[src/rtl/mf8_uart_pkg.sv]
`default_nettype none
// ============================================================================
// Module   : mf8_uart_pkg
// Purpose  : Shared receiver state encoding, status bit indices and default
//            IO addresses for the MF8 UART peripherals and IO decoder.
// Revision : 1.0 - initial release
// ============================================================================
package mf8_uart_pkg;

    typedef enum logic [2:0] {
        ST_IDLE   = 3'd0,
        ST_START  = 3'd1,
        ST_DATA   = 3'd2,
        ST_PARITY = 3'd3,
        ST_STOP   = 3'd4,
        ST_BREAK  = 3'd5
    } rx_state_t;

    localparam int c_STAT_AVAIL = 0;
    localparam int c_STAT_FULL  = 1;
    localparam int c_STAT_OVR   = 2;
    localparam int c_STAT_FE    = 3;
    localparam int c_STAT_PE    = 4;
    localparam int c_STAT_BUSY  = 7;

    localparam logic [5:0] c_ADDR_DATA = 6'h00;
    localparam logic [5:0] c_ADDR_STAT = 6'h01;

endpackage
`default_nettype wire

[src/rtl/mf8_sync_fifo.sv]
`default_nettype none
// ============================================================================
// Module   : mf8_sync_fifo
// Purpose  : Small synchronous FIFO, registered full/empty flags; push when
//            full (without a same-cycle pop) and pop when empty are ignored.
// Revision : 1.0 - initial release
// ============================================================================
module mf8_sync_fifo #(
    parameter int WIDTH = 8,
    parameter int AW    = 2
) (
    input  logic             CLK,
    input  logic             Reset_s_n,
    input  logic             push,
    input  logic [WIDTH-1:0] push_data,
    input  logic             pop,
    output logic             full,
    output logic             empty,
    output logic [WIDTH-1:0] head
);
    localparam int c_DEPTH = 1 << AW;

    logic [WIDTH-1:0] r_mem [c_DEPTH];
    logic [AW:0]      r_wptr;
    logic [AW:0]      r_rptr;
    logic [AW:0]      w_wptr_nxt;
    logic [AW:0]      w_rptr_nxt;
    logic             r_full;
    logic             r_empty;
    logic             w_do_push;
    logic             w_do_pop;

    // A pop frees a slot in the same cycle, so a full FIFO still accepts a push
    assign w_do_pop   = pop && !r_empty;
    assign w_do_push  = push && (!r_full || w_do_pop);
    assign w_wptr_nxt = r_wptr + {{AW{1'b0}}, w_do_push};
    assign w_rptr_nxt = r_rptr + {{AW{1'b0}}, w_do_pop};

    always_ff @(posedge CLK or negedge Reset_s_n) begin
        if (!Reset_s_n) begin
            r_wptr  <= '0;
            r_rptr  <= '0;
            r_full  <= 1'b0;
            r_empty <= 1'b1;
        end else begin
            r_wptr  <= w_wptr_nxt;
            r_rptr  <= w_rptr_nxt;
            r_empty <= (w_wptr_nxt == w_rptr_nxt);
            r_full  <= (w_wptr_nxt[AW] != w_rptr_nxt[AW]) &&
                       (w_wptr_nxt[AW-1:0] == w_rptr_nxt[AW-1:0]);
        end
    end

    always_ff @(posedge CLK) begin
        if (w_do_push) begin
            r_mem[r_wptr[AW-1:0]] <= push_data;
        end
    end

    assign head  = r_mem[r_rptr[AW-1:0]];
    assign full  = r_full;
    assign empty = r_empty;

endmodule
`default_nettype wire

[src/rtl/mf8_uart_rx.sv]
`default_nettype none
// ============================================================================
// Module   : mf8_uart_rx
// Purpose  : MF8 UART receiver: 8N1 deserialiser, receive FIFO, data/status
//            registers on the IO read bus. Define MF8_UART_RX_PARITY_EN for
//            8E1 frames with even-parity checking.
// Revision : 1.0 - initial release
// ============================================================================
module mf8_uart_rx
    import mf8_uart_pkg::*;
#(
    parameter int         DIV       = 434,
    parameter int         FIFO_AW   = 2,
    parameter logic [5:0] ADDR_DATA = c_ADDR_DATA,
    parameter logic [5:0] ADDR_STAT = c_ADDR_STAT
) (
    input  logic       CLK,
    input  logic       Reset_s_n,
    input  logic       UART_RXD,
    input  logic       IO_Rd,
    input  logic [5:0] IO_Addr,
    output logic [7:0] IO_RData,
    output logic       rx_irq
);
    localparam logic [15:0] c_CNT_HALF = 16'(DIV / 2 - 1);
    localparam logic [15:0] c_CNT_BIT  = 16'(DIV - 1);

    logic [1:0]  r_sync;
    logic        w_rxd_s;
    rx_state_t   r_state;
    rx_state_t   w_state_nxt;
    logic [15:0] r_cnt;
    logic [15:0] w_cnt_nxt;
    logic [2:0]  r_bitn;
    logic [2:0]  w_bitn_nxt;
    logic [7:0]  r_shreg;
    logic [7:0]  w_shreg_nxt;
    logic        w_cnt_zero;
    logic        w_push;
    logic        w_fe_set;
    logic        w_ovr_set;
    logic        r_ovr;
    logic        r_fe;
    logic        w_rd_data;
    logic        w_rd_stat;
    logic        w_pop;
    logic        w_full;
    logic        w_empty;
    logic [7:0]  w_head;
    logic [7:0]  w_status;
`ifdef MF8_UART_RX_PARITY_EN
    logic        r_pe;
    logic        w_pe_set;
    logic        r_drop;
    logic        w_drop_nxt;
`endif

    always_ff @(posedge CLK or negedge Reset_s_n) begin
        if (!Reset_s_n) begin
            r_sync <= 2'b11;
        end else begin
            r_sync <= {r_sync[0], UART_RXD};
        end
    end
    assign w_rxd_s    = r_sync[1];
    assign w_cnt_zero = (r_cnt == 16'd0);

    always_ff @(posedge CLK or negedge Reset_s_n) begin
        if (!Reset_s_n) begin
            r_state <= ST_IDLE;
            r_cnt   <= 16'd0;
            r_bitn  <= 3'd0;
            r_shreg <= 8'h00;
`ifdef MF8_UART_RX_PARITY_EN
            r_drop  <= 1'b0;
`endif
        end else begin
            r_state <= w_state_nxt;
            r_cnt   <= w_cnt_nxt;
            r_bitn  <= w_bitn_nxt;
            r_shreg <= w_shreg_nxt;
`ifdef MF8_UART_RX_PARITY_EN
            r_drop  <= w_drop_nxt;
`endif
        end
    end

    always_comb begin
        w_state_nxt = r_state;
        w_cnt_nxt   = w_cnt_zero ? r_cnt : r_cnt - 16'd1;
        w_bitn_nxt  = r_bitn;
        w_shreg_nxt = r_shreg;
        w_push      = 1'b0;
        w_fe_set    = 1'b0;
`ifdef MF8_UART_RX_PARITY_EN
        w_pe_set    = 1'b0;
        w_drop_nxt  = r_drop;
`endif
        case (r_state)
            ST_IDLE: begin
                if (!w_rxd_s) begin
                    w_cnt_nxt   = c_CNT_HALF;
                    w_state_nxt = ST_START;
                end
            end
            ST_START: begin
                if (w_cnt_zero) begin
                    if (!w_rxd_s) begin
                        w_cnt_nxt   = c_CNT_BIT;
                        w_bitn_nxt  = 3'd0;
                        w_state_nxt = ST_DATA;
`ifdef MF8_UART_RX_PARITY_EN
                        w_drop_nxt  = 1'b0;
`endif
                    end else begin
                        w_state_nxt = ST_IDLE;
                    end
                end
            end
            ST_DATA: begin
                if (w_cnt_zero) begin
                    w_shreg_nxt = {w_rxd_s, r_shreg[7:1]};
                    w_cnt_nxt   = c_CNT_BIT;
                    w_bitn_nxt  = r_bitn + 3'd1;
                    if (r_bitn == 3'd7) begin
`ifdef MF8_UART_RX_PARITY_EN
                        w_state_nxt = ST_PARITY;
`else
                        w_state_nxt = ST_STOP;
`endif
                    end
                end
            end
`ifdef MF8_UART_RX_PARITY_EN
            ST_PARITY: begin
                if (w_cnt_zero) begin
                    w_cnt_nxt   = c_CNT_BIT;
                    w_state_nxt = ST_STOP;
                    // Even parity: data plus parity bit must hold an even number of ones
                    if (^{r_shreg, w_rxd_s}) begin
                        w_pe_set   = 1'b1;
                        w_drop_nxt = 1'b1;
                    end
                end
            end
`endif
            ST_STOP: begin
                if (w_cnt_zero) begin
                    if (w_rxd_s) begin
`ifdef MF8_UART_RX_PARITY_EN
                        w_push = !r_drop;
`else
                        w_push = 1'b1;
`endif
                        w_state_nxt = ST_IDLE;
                    end else begin
                        w_fe_set    = 1'b1;
                        w_state_nxt = ST_BREAK;
                    end
                end
            end
            ST_BREAK: begin
                if (w_rxd_s) begin
                    w_state_nxt = ST_IDLE;
                end
            end
            default: begin
                w_state_nxt = ST_IDLE;
            end
        endcase
    end

    assign w_rd_data = IO_Rd && (IO_Addr == ADDR_DATA);
    assign w_rd_stat = IO_Rd && (IO_Addr == ADDR_STAT);
    assign w_pop     = w_rd_data && !w_empty;
    assign w_ovr_set = w_push && w_full && !w_pop;

    mf8_sync_fifo #(
        .WIDTH (8),
        .AW    (FIFO_AW)
    ) u_fifo (
        .CLK       (CLK),
        .Reset_s_n (Reset_s_n),
        .push      (w_push),
        .push_data (r_shreg),
        .pop       (w_pop),
        .full      (w_full),
        .empty     (w_empty),
        .head      (w_head)
    );

    // A flag raised in the same cycle as a status read survives the clear
    always_ff @(posedge CLK or negedge Reset_s_n) begin
        if (!Reset_s_n) begin
            r_ovr <= 1'b0;
            r_fe  <= 1'b0;
`ifdef MF8_UART_RX_PARITY_EN
            r_pe  <= 1'b0;
`endif
        end else begin
            r_ovr <= w_ovr_set | (r_ovr & ~w_rd_stat);
            r_fe  <= w_fe_set  | (r_fe  & ~w_rd_stat);
`ifdef MF8_UART_RX_PARITY_EN
            r_pe  <= w_pe_set  | (r_pe  & ~w_rd_stat);
`endif
        end
    end

    always_comb begin
        w_status               = 8'h00;
        w_status[c_STAT_AVAIL] = !w_empty;
        w_status[c_STAT_FULL]  = w_full;
        w_status[c_STAT_OVR]   = r_ovr;
        w_status[c_STAT_FE]    = r_fe;
`ifdef MF8_UART_RX_PARITY_EN
        w_status[c_STAT_PE]    = r_pe;
`endif
        w_status[c_STAT_BUSY]  = (r_state != ST_IDLE);
    end

    always_comb begin
        IO_RData = 8'h00;
        if (w_rd_data) begin
            IO_RData = w_empty ? 8'h00 : w_head;
        end else if (w_rd_stat) begin
            IO_RData = w_status;
        end
    end

    assign rx_irq = !w_empty;

endmodule
`default_nettype wire

[config.mk]
export PLATFORM = sky130hd
export DESIGN_NAME = mf8_uart_rx
export DESIGN_NICKNAME = d
export VERILOG_FILES = /design/src/rtl/mf8_uart_pkg.sv /design/src/rtl/mf8_sync_fifo.sv /design/src/rtl/mf8_uart_rx.sv
export SDC_FILE = /design/constraint.sdc
export NUM_CORES = 1
export LEC_CHECK = 0
export BUFFER_PORTS_ARGS = -buffer_cell sky130_fd_sc_hd__buf_2
export CAP_MARGIN = 30
export CELL_PAD_IN_SITES_DETAIL_PLACEMENT = 1
export CELL_PAD_IN_SITES_GLOBAL_PLACEMENT = 1
export CORE_MARGIN = 8
export CORE_UTILIZATION = 35
export DETAILED_ROUTE_END_ITERATION = 16
export PLACE_DENSITY_LB_ADDON = 0.1
export SYNTH_ARGS = -nofsm -noshare
export SYNTH_HDL_FRONTEND = slang
export SYNTH_SLANG_ARGS = --single-unit
[constraint.sdc]
create_clock -name CLK -period 2.8 [get_ports CLK]
set_clock_uncertainty 0.05 [all_clocks]
set_input_delay 0.14 -clock CLK [delete_from_list [all_inputs] [get_ports CLK]]
set_output_delay 0.14 -clock CLK [all_outputs]
set_load 0.005 [all_outputs]
Word level (Yosys, flattened, before mapping)
Memories as Yosys holds them, arrays and structs flattened.
Index checks and enable logic that the tools add are counted.
{"block": "word_totals", "ff_bits": 42, "ram_bits": 32, "in_bits": 10, "output_inout_bits": 9, "wordCells": 87, "mem_count": 1}
{"name": "u_fifo.r_mem", "depth": 4, "width": 8, "read_ports": 1, "rd_ports_with_merged_regs": 0, "write_ports": 1, "line": "mf8_sync_fifo.sv:23", "source": "logic [WIDTH-1:0] r_mem [c_DEPTH];"}
{"block": "op_classes", "n_addsub": 4, "n_eq_ne": 16, "n_mux": 30, "n_bitwise": 5, "n_reduce_logical": 20}
{"operator": "16-bit 2-to-1 mux", "count": 5}
{"operator": "16-bit one-hot mux with 3 select lines", "count": 1}
{"operator": "3-bit 2-to-1 mux", "count": 10}
{"operator": "8-bit 2-to-1 mux", "count": 3}
{"operator": "16-bit logical NOT", "count": 1}
{"operator": "16-bit by 1-bit subtractor with 16-bit output (second input constant)", "count": 1}
{"operator": "3-bit one-hot mux with 5 select lines", "count": 1}
{"operator": "2-bit != test (second input constant)", "count": 7}
{"operator": "3-bit == test (second input constant)", "count": 3}
{"operator": "1-bit logical AND", "count": 8}
{"operator": "1-bit 2-to-1 mux", "count": 8}
{"operator": "3-bit by 1-bit adder with 3-bit output", "count": 2}
{"operator": "6-bit by 1-bit == test with 1-bit output (second input constant)", "count": 1}
{"operator": "6-bit logical NOT", "count": 1}
{"operator": "3-bit one-hot mux with 2 select lines", "count": 1}
{"operator": "6-bit AND reduction", "count": 1}
{"operator": "4-bit AND reduction", "count": 1}
{"operator": "3-bit by 1-bit adder with 3-bit output (second input constant)", "count": 1}
{"operator": "3-bit by 1-bit == test with 1-bit output (second input constant)", "count": 1}
{"operator": "3-bit by 2-bit == test with 1-bit output (second input constant)", "count": 1}
{"operator": "3-bit == test", "count": 1}
{"operator": "1-bit logical NOT", "count": 3}
{"operator": "3-bit logical NOT", "count": 1}
{"operator": "3-bit nonzero test", "count": 1}
{"operator": "9 further kinds", "count": 11}

Longest topological paths before layout
Gate-level depths: netlist of the first run.
{"block": "depth", "word_depth": 9, "depth_mapped": 14, "depth_no_buf": 12}

Modules after synthesis
A second synthesis of the first run with hierarchy kept.
{"block": "unflattened", "hier_cells": 274, "area_unflattened_um2": 3488.3}
{"module": "mf8_uart_rx", "n_inst": 1, "cells_per_inst": 202, "area_per_inst_um2": 1971.9, "seq_area_each_um2": 853.3}
{"module": "mf8_sync_fifo", "n_inst": 1, "cells_per_inst": 72, "area_per_inst_um2": 1516.5, "seq_area_each_um2": 1162.4}

Worst setup path after synthesis of the first run
Ideal clock, no wire load.
{"block": "synth_timing", "kind": "reg2reg", "startpoint": "register r_cnt[0]", "endpoint": "memory u_fifo.r_mem[0][0], enable pin", "setup_time_ns": 0.383, "t_arrival_ns": 2.376, "t_required_ns": 2.367, "setup_slack_ns": -0.010, "stages_incl_launch_ff": 10, "n_path_buf": 2, "synth_period_minus_slack_ns": 2.810, "cell_sequence": "dfrtp_1 inv_1 ha_1 nor4b_2 and4_1 buf_6 inv_2 buf_6 a211o_4 nor3_1"}
{"block": "synth_via", "elab_chain_len": 6}
{"item": "start, declared", "line": "mf8_uart_rx.sv:32", "source": "logic [15:0] r_cnt;"}
{"item": "start signal, assigned", "line": "mf8_uart_rx.sv:79", "source": "r_cnt <= w_cnt_nxt;"}
{"item": "16-bit logical NOT", "line": "mf8_uart_rx.sv:66", "source": "assign w_cnt_zero = (r_cnt == 16'd0);"}
{"item": "1-bit 2-to-1 mux", "line": "mf8_uart_rx.sv:148", "source": "if (w_cnt_zero) begin"}
{"item": "1-bit 2-to-1 mux", "line": "mf8_uart_rx.sv:99", "source": "case (r_state)"}
{"item": "1-bit logical AND", "line": "mf8_sync_fifo.sv:35", "source": "assign w_do_push = push && (!r_full || w_do_pop);"}
{"item": "1-bit 2-to-1 mux", "line": "mf8_sync_fifo.sv:55", "source": "if (w_do_push) begin"}
{"item": "1-bit 2-to-1 mux (not written as such)", "line": "mf8_sync_fifo.sv:56", "source": "r_mem[r_wptr[AW-1:0]] <= push_data;"}
{"item": "end, declared", "line": "mf8_sync_fifo.sv:23"}
Every way passes these cells.

Worst setup path after layout of the first run
{"block": "layout_timing", "startpoint": "register r_cnt[8]", "endpoint": "register u_fifo.r_full (netlist: u_fifo.full)"}
{"block": "layout_via", "elab_chain_len": 7, "word_cells_on_any_way": 8, "classes_between": "add/sub: 1; eq/ne: 2; mux: 2; reduce/logical: 3"}
{"item": "16-bit logical NOT", "line": "mf8_uart_rx.sv:66"}
{"item": "1-bit 2-to-1 mux", "line": "mf8_uart_rx.sv:148"}
{"item": "1-bit 2-to-1 mux", "line": "mf8_uart_rx.sv:99"}
{"item": "1-bit logical AND", "line": "mf8_sync_fifo.sv:35"}
{"item": "3-bit by 1-bit adder with 3-bit output", "line": "mf8_sync_fifo.sv:36", "source": "assign w_wptr_nxt = r_wptr + {{AW{1'b0}}, w_do_push};"}
{"item": "net u_fifo.w_wptr_nxt[2]", "line": "mf8_sync_fifo.sv:26", "source": "logic [AW:0] w_wptr_nxt;"}
{"item": "1-bit != test", "line": "mf8_sync_fifo.sv:49", "source": "r_full <= (w_wptr_nxt[AW] != w_rptr_nxt[AW]) &&"}
{"item": "1-bit logical AND", "line": "mf8_sync_fifo.sv:49"}
{"item": "end signal, assigned", "line": "mf8_sync_fifo.sv:49"}
{"item": "end, declared", "line": "mf8_sync_fifo.sv:28", "source": "logic r_full;"}
The timed path passes the listed nets, and every way through them passes these cells.
A chain may end at the register's enable or synchronous reset.

==> results of run 1 <==
## power by group through the flow
stage	registers, mW	logic (mW)	clock network [mW]
2_1_floorplan	1.17	0.117	0
3_3_place_gp	1.20	0.133	0
3_5_place_dp	1.20	0.137	0
4_1_cts	1.18	0.140	0.891
5_1_grt	1.18	0.151	0.935
6_report	1.17	0.136	0.857
## final timing paths
path	cells after the start	startpoint	slack [ns]	to
max reg2reg	10	r_cnt[8]	0.30	u_fifo.full
min	2	Reset_s_n	0.22	r_cnt[15]
max in group asynchronous	3	Reset_s_n	1.90	r_sync[1]
max	10	r_cnt[8]	0.30	u_fifo.full
min in group CLK	3	IO_Addr[0]	0.22	r_ovr
min reg2reg	0	r_sync[0]	0.31	r_sync[1]
## cell type report
type                    instances  share of cell area
inverters                       9             0.00851
well taps                     133              0.0419
clock buffers                   9              0.0312
repair buffers                 34              0.0573
clock inverters                 7              0.0214
multi-input cells             158               0.332
flip-flops and latches         74               0.508
## kinds of logic (layout without fill, tap and decap cells)
logic type,count (synthesis),after routing,synth area share
and+or+nand+nor,76,76,0.149
DFF,74,74,0.590
AOI/OAI and AO/OA,49,49,0.101
buffers and inverters,19,59,0.0256
muxes,17,17,0.0835
adders and majority gates,9,9,0.0330
xor gates and xnor gates,7,7,0.0179
## cell usage in the layout (no fill, tap or decap), drive strengths merged, types with 9 or more instances in the layout
cell type  instances
a21oi             14
buf               32
clkbuf             9
dfrtp             39
edfxtp            32
ha                 9
inv               12
mux2               9
nor2              11
nor3              11
o21ai             10
## critical path: cells and delay by family (launching register included)
family                   cells  cell delay (ns)
buffers and inverters        2             0.12
AO/OA/AOI/OAI                1             0.30
XOR/XNOR                     2             0.36
flip-flops                   1             0.45
AND/OR/NAND/NOR              3             0.87
adder cells (fa/ha/maj)      2             0.28
## per-stage QoR
stage | instance area (sq um) | util | hold slack, ns | cells
detailed placement | 3740 | 0.388 | 0.0709 | 406
floorplan | 3420 | - | -0.206 | 251
global placement | 3720 | 0.386 | 0.197 | 405
CTS | 3970 | 0.412 | 0.203 | 424
global route | 3970 | 0.412 | 0.229 | 424
finish | 3970 | 0.412 | 0.217 | 424
## layer usage
layer	share of wire	vias to the layer above	wire, um
met1	0.50	1067	3650
met3	0.025	9	182
li1	-	1029	-
met4	0.011	0	78
met2	0.46	20	3390
met5	0	-	0
## flip-flops by register name, summed over array words and instances (netlist names)
| name | count |
|---|---|
| r_sync | 2 |
| r_ovr | 1 |
| u_fifo.empty | 1 |
| u_fifo.r_rptr | 3 |
| u_fifo.r_wptr | 3 |
| r_cnt | 16 |
| r_shreg | 8 |
| r_bitn | 3 |
| u_fifo.r_mem | 32 |
| u_fifo.full | 1 |
| r_state | 3 |
| r_fe | 1 |
==> flow_metrics.tcl, run 1 <==
set metrics [dict create \
    outcome "complete, no violations" \
    period_needed_ns 2.50 \
    final_critical_path_setup_slack_ns 0.299 \
    use_met1 0.161 \
    synthToLayoutAreaGrowth_pct 16.2 \
    cts.sinks 74 \
    place_congestion 0.695 \
    cts_buffers 9 \
    pwr-share-clk 0.396 \
    syn-cell-area_sq_um 3420 \
    antenna_found_initial 0 \
    via_per_inst 5.01 \
    p_leak_nw 1.58 \
    core_area_sq_um 9640 \
    cp_data_arrival_time_ns 2.73 \
    critPathSlowestCell "dfrtp_1" \
    htreeDepth 3 \
    finalPower_mw 2.17 \
    regArea_sq_um 2020 \
    syn_nets 270 \
    n_antenna_cell 0 \
    port_buffers 18 \
    routedWlPerCell_um 17.2 \
    drive_gt1_frac 0.302 \
    seqPwrFrac 0.541 \
    synth_warnings 0 \
    setup_viol 0 \
    crit_fanout 6 \
    hold_class "in -> async" \
    cts_tree "done" \
    max-vdd-ir-drop_mv 0.336 \
    path_clk_slew_ns 0.09 \
    firstDrtPassIters 4 \
    grt_util_met3 0.0341 \
    synth_top_cell_area_share 0.286 \
    root_buffer "clkbuf_8" \
    globalRouteMet2Util 0.180 \
    grt_pass1_wl_mm 12.0 \
    rsz0062_at_grt "no" \
    finalHoldViolations 0 \
    die_w_um 115 \
    dieArea_sq_um 13200 \
    route.detailed.drc 0 \
    syn_inst 251 \
    period_share 0.893 \
    grt_max_degree 26 \
    max_cap_violations 0 \
    initial_utilization 0.354 \
    nFillCells 1037 \
    setup_tns_ns 0 \
    cts_buffer_depth 2 \
    max_slew_margin 0.604 \
    wl_mm 7.30 \
    crit_type "reg -> reg" \
    cellPowerDensity_nw_per_um2 545 \
    gr-total-overflow 0 \
    grt_use_total 0.119 \
    pwr-share-comb 0.063 \
    multiInputGateArea_sq_um 1320 \
    worst_pin_slew_ns 0.589 \
    crit_path_end_kind "register" \
    max_freq_mhz 400 \
    synth-edff-count 32 \
    vias 2125 \
    start_kind "register" \
    cts-resized-gates 0 \
    synthTopCellsByCount "39 x dfrtp_1, 32 x edfxtp_1, 14 x a21oi_1" \
    clk_latency_ns 0.35 \
    p_sw_mw 0.508 \
    rows 36 \
    post_cts_buffers 0 \
    p_sw_frac 0.234 \
    num_io_pins 19 \
    drtAntennaViolNets 0 \
    yosysSeqAreaShare 0.590 \
    final_nets 305 \
    synth_cell_types 54 \
    syn_avg_cell_area_sq_um 13.6 \
    postCtsHoldBufs 2 \
    grt_pass1_vias 2225 \
    synth_most_common_cell "dfrtp_1" \
    cp_cell_sequence "nor4_4 -> and4_1 -> inv_2 -> a211o_4 -> inv_1 -> ha_1 -> ha_1 -> xor2_1 -> xnor2_1 -> nor2b_1" \
    drt_first_iter_violations 65 \
    crit_required_ns 3.03 \
    ys_async_sr_fraction 0.568 \
    die_h_um 115 \
    place_hpwl_mm 5.22 \
    dpl_worst_slack_ns 0.166 \
    synth.area.top_cells "dfrtp_1 29%, edfxtp_1 28%, mux4_2 5.3%, ha_1 3.3%, mux2_2 2.6%" \
    report.final.slew_viol_count 0 \
    synthFlopType "dfrtp_1" \
    ys_ff_latch 74 \
    critical-path-max-stage-delay_ns 0.45 \
    cpMostUsedCell "ha_1" \
    busiest_layer "met2" \
    p_int_mw 1.66 \
    yosysTopAreaCell "dfrtp_1" \
]
No activity file was read; power rests on OpenSTA's default activity.
==> run 2: changes to the inputs <==
GPL_ROUTABILITY_DRIVEN = 0   (was not set)
PLACE_DENSITY_LB_ADDON = 0.12   (was 0.1)
SKIP_LAST_GASP = 1   (was not set)
==> flow_metrics.tcl, run 2 (synthesis results as in run 1) <==
set metrics [dict create \
    route.detailed.drc 0 \
    num_io_pins 19 \
    wl_mm 7.49 \
    crit_fanout 5 \
    crit_path_end_kind "register" \
    finalHoldViolations 0 \
    initial_utilization 0.354 \
    clk_latency_ns 0.35 \
    worst_pin_slew_ns 0.629 \
    cts_buffer_depth 2 \
    via_per_inst 5.09 \
    grt_use_total 0.125 \
    drtAntennaViolNets 0 \
    crit_type "reg -> reg" \
    core_area_sq_um 9640 \
    outcome "complete, no violations" \
    dpl_cell_area_sq_um 3750 \
    max_freq_mhz 382 \
    finalNonFillerCells 426 \
    drt_first_iter_violations 58 \
    cts_buffers 9 \
    most-common-layout-cells "39 x dfrtp_1, 32 x edfxtp_1, 18 x buf_2" \
    max-vdd-ir-drop_mv 0.285 \
    period_needed_ns 2.62 \
    port_buffers 18 \
    cellPowerDensity_nw_per_um2 548 \
    layout_commonest_cell "dfrtp_1" \
    vias 2167 \
    routedWlPerCell_um 17.6 \
    grt_pass1_vias 2319 \
    synthToLayoutAreaGrowth_pct 16.8 \
    final_nets 307 \
    rsz0062_at_grt "no" \
    cp_data_arrival_time_ns 2.86 \
    die_w_um 115 \
    report.final.slew_viol_count 0 \
    max_slew_margin 0.577 \
    die_h_um 115 \
    dieArea_sq_um 13200 \
    hold_class "in -> reg" \
    crit_required_ns 3.04 \
    start_kind "register" \
    grt_max_degree 26 \
    p_leak_nw 1.59 \
    root_buffer "clkbuf_8" \
    path_clk_slew_ns 0.09 \
    rows 36 \
    gr-total-overflow 0 \
    place_hpwl_mm 5.29 \
    antenna_found_initial 0 \
    dp_cells 407 \
    period_share 0.935 \
    largest_register_ffs 32 \
    grt_pass1_wl_mm 12.4 \
    cts_tree "done" \
    max_cap_violations 0 \
    n_antenna_cell 0 \
    setup_viol 0 \
    cts.sinks 74 \
    finalPower_mw 2.19 \
    htreeDepth 3 \
    firstDrtPassIters 4 \
    final_area_sq_um 3990 \
    drive_gt1_frac 0.307 \
]
==> run 2: cell count changes in the layout (fill, tap and decap cells not counted), sizes merged <==
cell and change:
clkinvlp +1, buf +2, inv +1, clkinv -2
==> run 2: area by class of cell <==
cell class	count	area, sq um
Clock buffer	9	124
Timing Repair Buffer	36	243
Multi-Input combinational cell	158	1330
Clock inverter	7	81.3
Inverter	9	33.8
Fill cell	1031	5650
Sequential cell	74	2020
Tap cell	133	166
==> run 2: path summary, 6_finish.rpt <==
kind,startpoint,end,slack [ns],cells after the start
setup / recovery,r_cnt[1],u_fifo.full,0.18,12
hold / removal,IO_Addr[0],r_ovr,0.20,3
setup reg to reg,r_cnt[1],u_fifo.full,0.18,12
hold reg to reg,r_sync[0],r_sync[1],0.30,0
max in group asynchronous,Reset_s_n,r_sync[0],1.89,3
min in group asynchronous,Reset_s_n,r_cnt[7],0.22,2
==> run 2: timing repair <==
action                                 4_1_cts  5_1_grt
hold buffers                                 2        0
pin swaps                                    0        0
endpoints found under the hold margin       17        0
setup endpoints to repair                    1        1
resized for setup                            1        0
setup buffers                                0        1
==> run 2: metrics by stage <==
step	hold slack [ns]	TNS, ns	setup slack [ns]	utilization
5_1_grt	0.197	0	0.00107	0.414
2_1_floorplan	-0.206	0	0.117	-
3_3_place_gp	0.200	0	0.143	0.387
4_1_cts	0.177	0	0.0901	0.413
6_report	0.199	0	0.181	0.414
3_5_place_dp	0.0775	-0.0215	-0.0215	0.389
==> run 2: routing by layer <==
metal  wire length [um]  part of all wire  global-route usage
met5                  0                 0                   0
met3                164             0.022              0.0310
met4                 78             0.010              0.0447
met2               3640              0.49               0.195
met1               3610              0.48               0.165
==> run 2: worst max-delay path, cell delays in order, from the launching register on <==
cell	delay (ns)
dfrtp_1	0.41
inv_1	0.09
ha_1	0.16
nor4b_4	0.29
and4_1	0.30
inv_2	0.06
a211o_4	0.30
inv_1	0.07
ha_1	0.14
ha_1	0.15
xor2_1	0.23
xnor2_1	0.17
nor2b_1	0.16
==> run 2: power breakdown <==
part | switching (mW) | internal (mW) | leakage (nW)
sequential | 0.0346 | 1.14 | 0.848
clock | 0.451 | 0.426 | 0.101
combinational | 0.0482 | 0.0906 | 0.645
total | 0.533 | 1.66 | 1.59
==> run 3: changes to the inputs <==
CTS_CLUSTER_SIZE = 40   (was not set)
MAX_ROUTING_LAYER = met4   (was not set)
==> flow_metrics.tcl, run 3 (synthesis results as in run 1) <==
set metrics [dict create \
    grt_pass1_wl_mm 12.4 \
    drtAntennaViolNets 0 \
    grt_use_total 0.129 \
    rsz0062_at_grt "no" \
    outcome "complete, no violations" \
    setup_viol 0 \
    rows 36 \
    utilization 0.414 \
    critPathSlowestCell "dfrtp_1" \
    regToRegSetupSlack_ns 0.18 \
    nFillCells 1031 \
    finalPower_mw 2.19 \
    cts_buffer_depth 2 \
    path_clk_slew_ns 0.09 \
    layout_commonest_cell "dfrtp_1" \
    drt_first_iter_violations 63 \
    start_kind "register" \
    cts.sinks 74 \
    p_leak_nw 1.59 \
    routedWlPerCell_um 17.6 \
    crit_required_ns 3.04 \
    place_hpwl_mm 5.29 \
    firstDrtPassIters 4 \
    max-vdd-ir-drop_mv 0.285 \
    most-common-layout-cells "39 x dfrtp_1, 32 x edfxtp_1, 18 x buf_2" \
    vias 2170 \
    via_per_inst 5.09 \
    period_needed_ns 2.62 \
    report.final.slew_viol_count 0 \
    timing.rr.end "u_fifo.full" \
    n_antenna_cell 0 \
    crit_fanout 5 \
    max_cap_violations 0 \
    gr-total-overflow 0 \
    ff2ff_path_depth 12 \
    crit_path_end_kind "register" \
    max_slew_margin 0.573 \
    drive_gt1_frac 0.307 \
    grt_max_degree 26 \
    antenna_found_initial 0 \
    rr_startpoint "r_cnt[1]" \
    crit_type "reg -> reg" \
    critical-path-max-stage-delay_ns 0.41 \
    synthToLayoutAreaGrowth_pct 16.8 \
    route.detailed.drc 0 \
    initial_utilization 0.354 \
    htreeDepth 3 \
    crit_path_end "u_fifo.full" \
    wl_mm 7.50 \
    dpl_cell_area_sq_um 3750 \
    grt_pass1_vias 2326 \
    finalHoldViolations 0 \
    cp_cell_sequence "inv_1 -> ha_1 -> nor4b_4 -> and4_1 -> inv_2 -> a211o_4 -> inv_1 -> ha_1 -> ha_1 -> xor2_1 -> xnor2_1 -> nor2b_1" \
    largest_register_ffs 32 \
    root_buffer "clkbuf_8" \
    clk_latency_ns 0.35 \
    num_io_pins 19 \
    core_area_sq_um 9640 \
    cp-startpoint "r_cnt[1]" \
    cellPowerDensity_nw_per_um2 548 \
    port_buffers 18 \
    period_share 0.935 \
    die_h_um 115 \
    hold_class "in -> reg" \
    die_w_um 115 \
    final_nets 307 \
    dieArea_sq_um 13200 \
    cpMostUsedCell "ha_1" \
    final_area_sq_um 3990 \
    max_freq_mhz 382 \
    cts_tree "done" \
    cp_data_arrival_time_ns 2.86 \
    cts_buffers 9 \
    worst_pin_slew_ns 0.635 \
]
[run 3: cell counts in the layout (fill, tap and decap cells not counted)]
Identical to the previous run, type by type.
[run 3: repair_timing]
action	in CTS	in global routing
endpoints found under the setup margin	1	1
endpoints found under the hold margin	17	0
hold buffers	2	0
setup buffers	0	1
resized for setup	1	0
[run 3: power by group]
group	total (mW)	internal, mW	leakage, nW	switching (mW)
sequential	1.17	1.14	0.848	0.0347
combinational	0.139	0.0906	0.645	0.0483
clock	0.876	0.426	0.101	0.450
[run 3: per-stage QoR]
stage | setup TNS (ns) | std cells | worst slack (ns) | hold WS [ns]
2_1_floorplan | 0 | 251 | 0.117 | -0.206
3_3_place_gp | 0 | 406 | 0.143 | 0.200
3_5_place_dp | -0.0215 | 407 | -0.0215 | 0.0775
4_1_cts | 0 | 425 | 0.0901 | 0.177
5_1_grt | 0 | 426 | 0.00107 | 0.197
6_report | 0 | 426 | 0.183 | 0.199
[run 3: final cells by class]
class | instances | area (sq um) | share of cell area
timing repair buffer | 36 | 243 | 0.0608
inverter | 9 | 33.8 | 0.00846
clock buffer | 9 | 124 | 0.0310
sequential | 74 | 2020 | 0.505
clock inverter | 7 | 81.3 | 0.0204
tap | 133 | 166 | 0.0417
multi-input combinational | 158 | 1330 | 0.333
[run 3: worst max-delay path, delay by kind of cell (launching register included)]
family	cells	cell delay [ns]
AND/OR/NAND/NOR	3	0.75
adder cells (fa/ha/maj)	3	0.45
flip-flops	1	0.41
XOR/XNOR	2	0.40
AO/OA/AOI/OAI	1	0.30
buffers and inverters	3	0.22
[run 3: routing by layer]
layer | share of wire | vias to the layer above | track usage
met5 | 0 | - | -
met4 | 0.010 | 0 | 0.0447
met3 | 0.023 | 6 | 0.0315
met2 | 0.49 | 9 | 0.197
met1 | 0.48 | 1115 | 0.163
li1 | - | 1040 | -
[run 3: how the worst min path moves through the flow]
stage	from	endpoint	slack, ns	cells past startpoint
2_1_floorplan	Reset_s_n	r_bitn[0]	-0.21	0
3_3_place_gp	UART_RXD	r_sync[0]	0.20	1
3_5_place_dp	Reset_s_n	r_cnt[7]	0.08	1
4_1_cts	IO_Addr[0]	r_ovr	0.18	3
5_1_grt	IO_Addr[0]	r_ovr	0.20	3
6_report	IO_Addr[0]	r_ovr	0.20	3
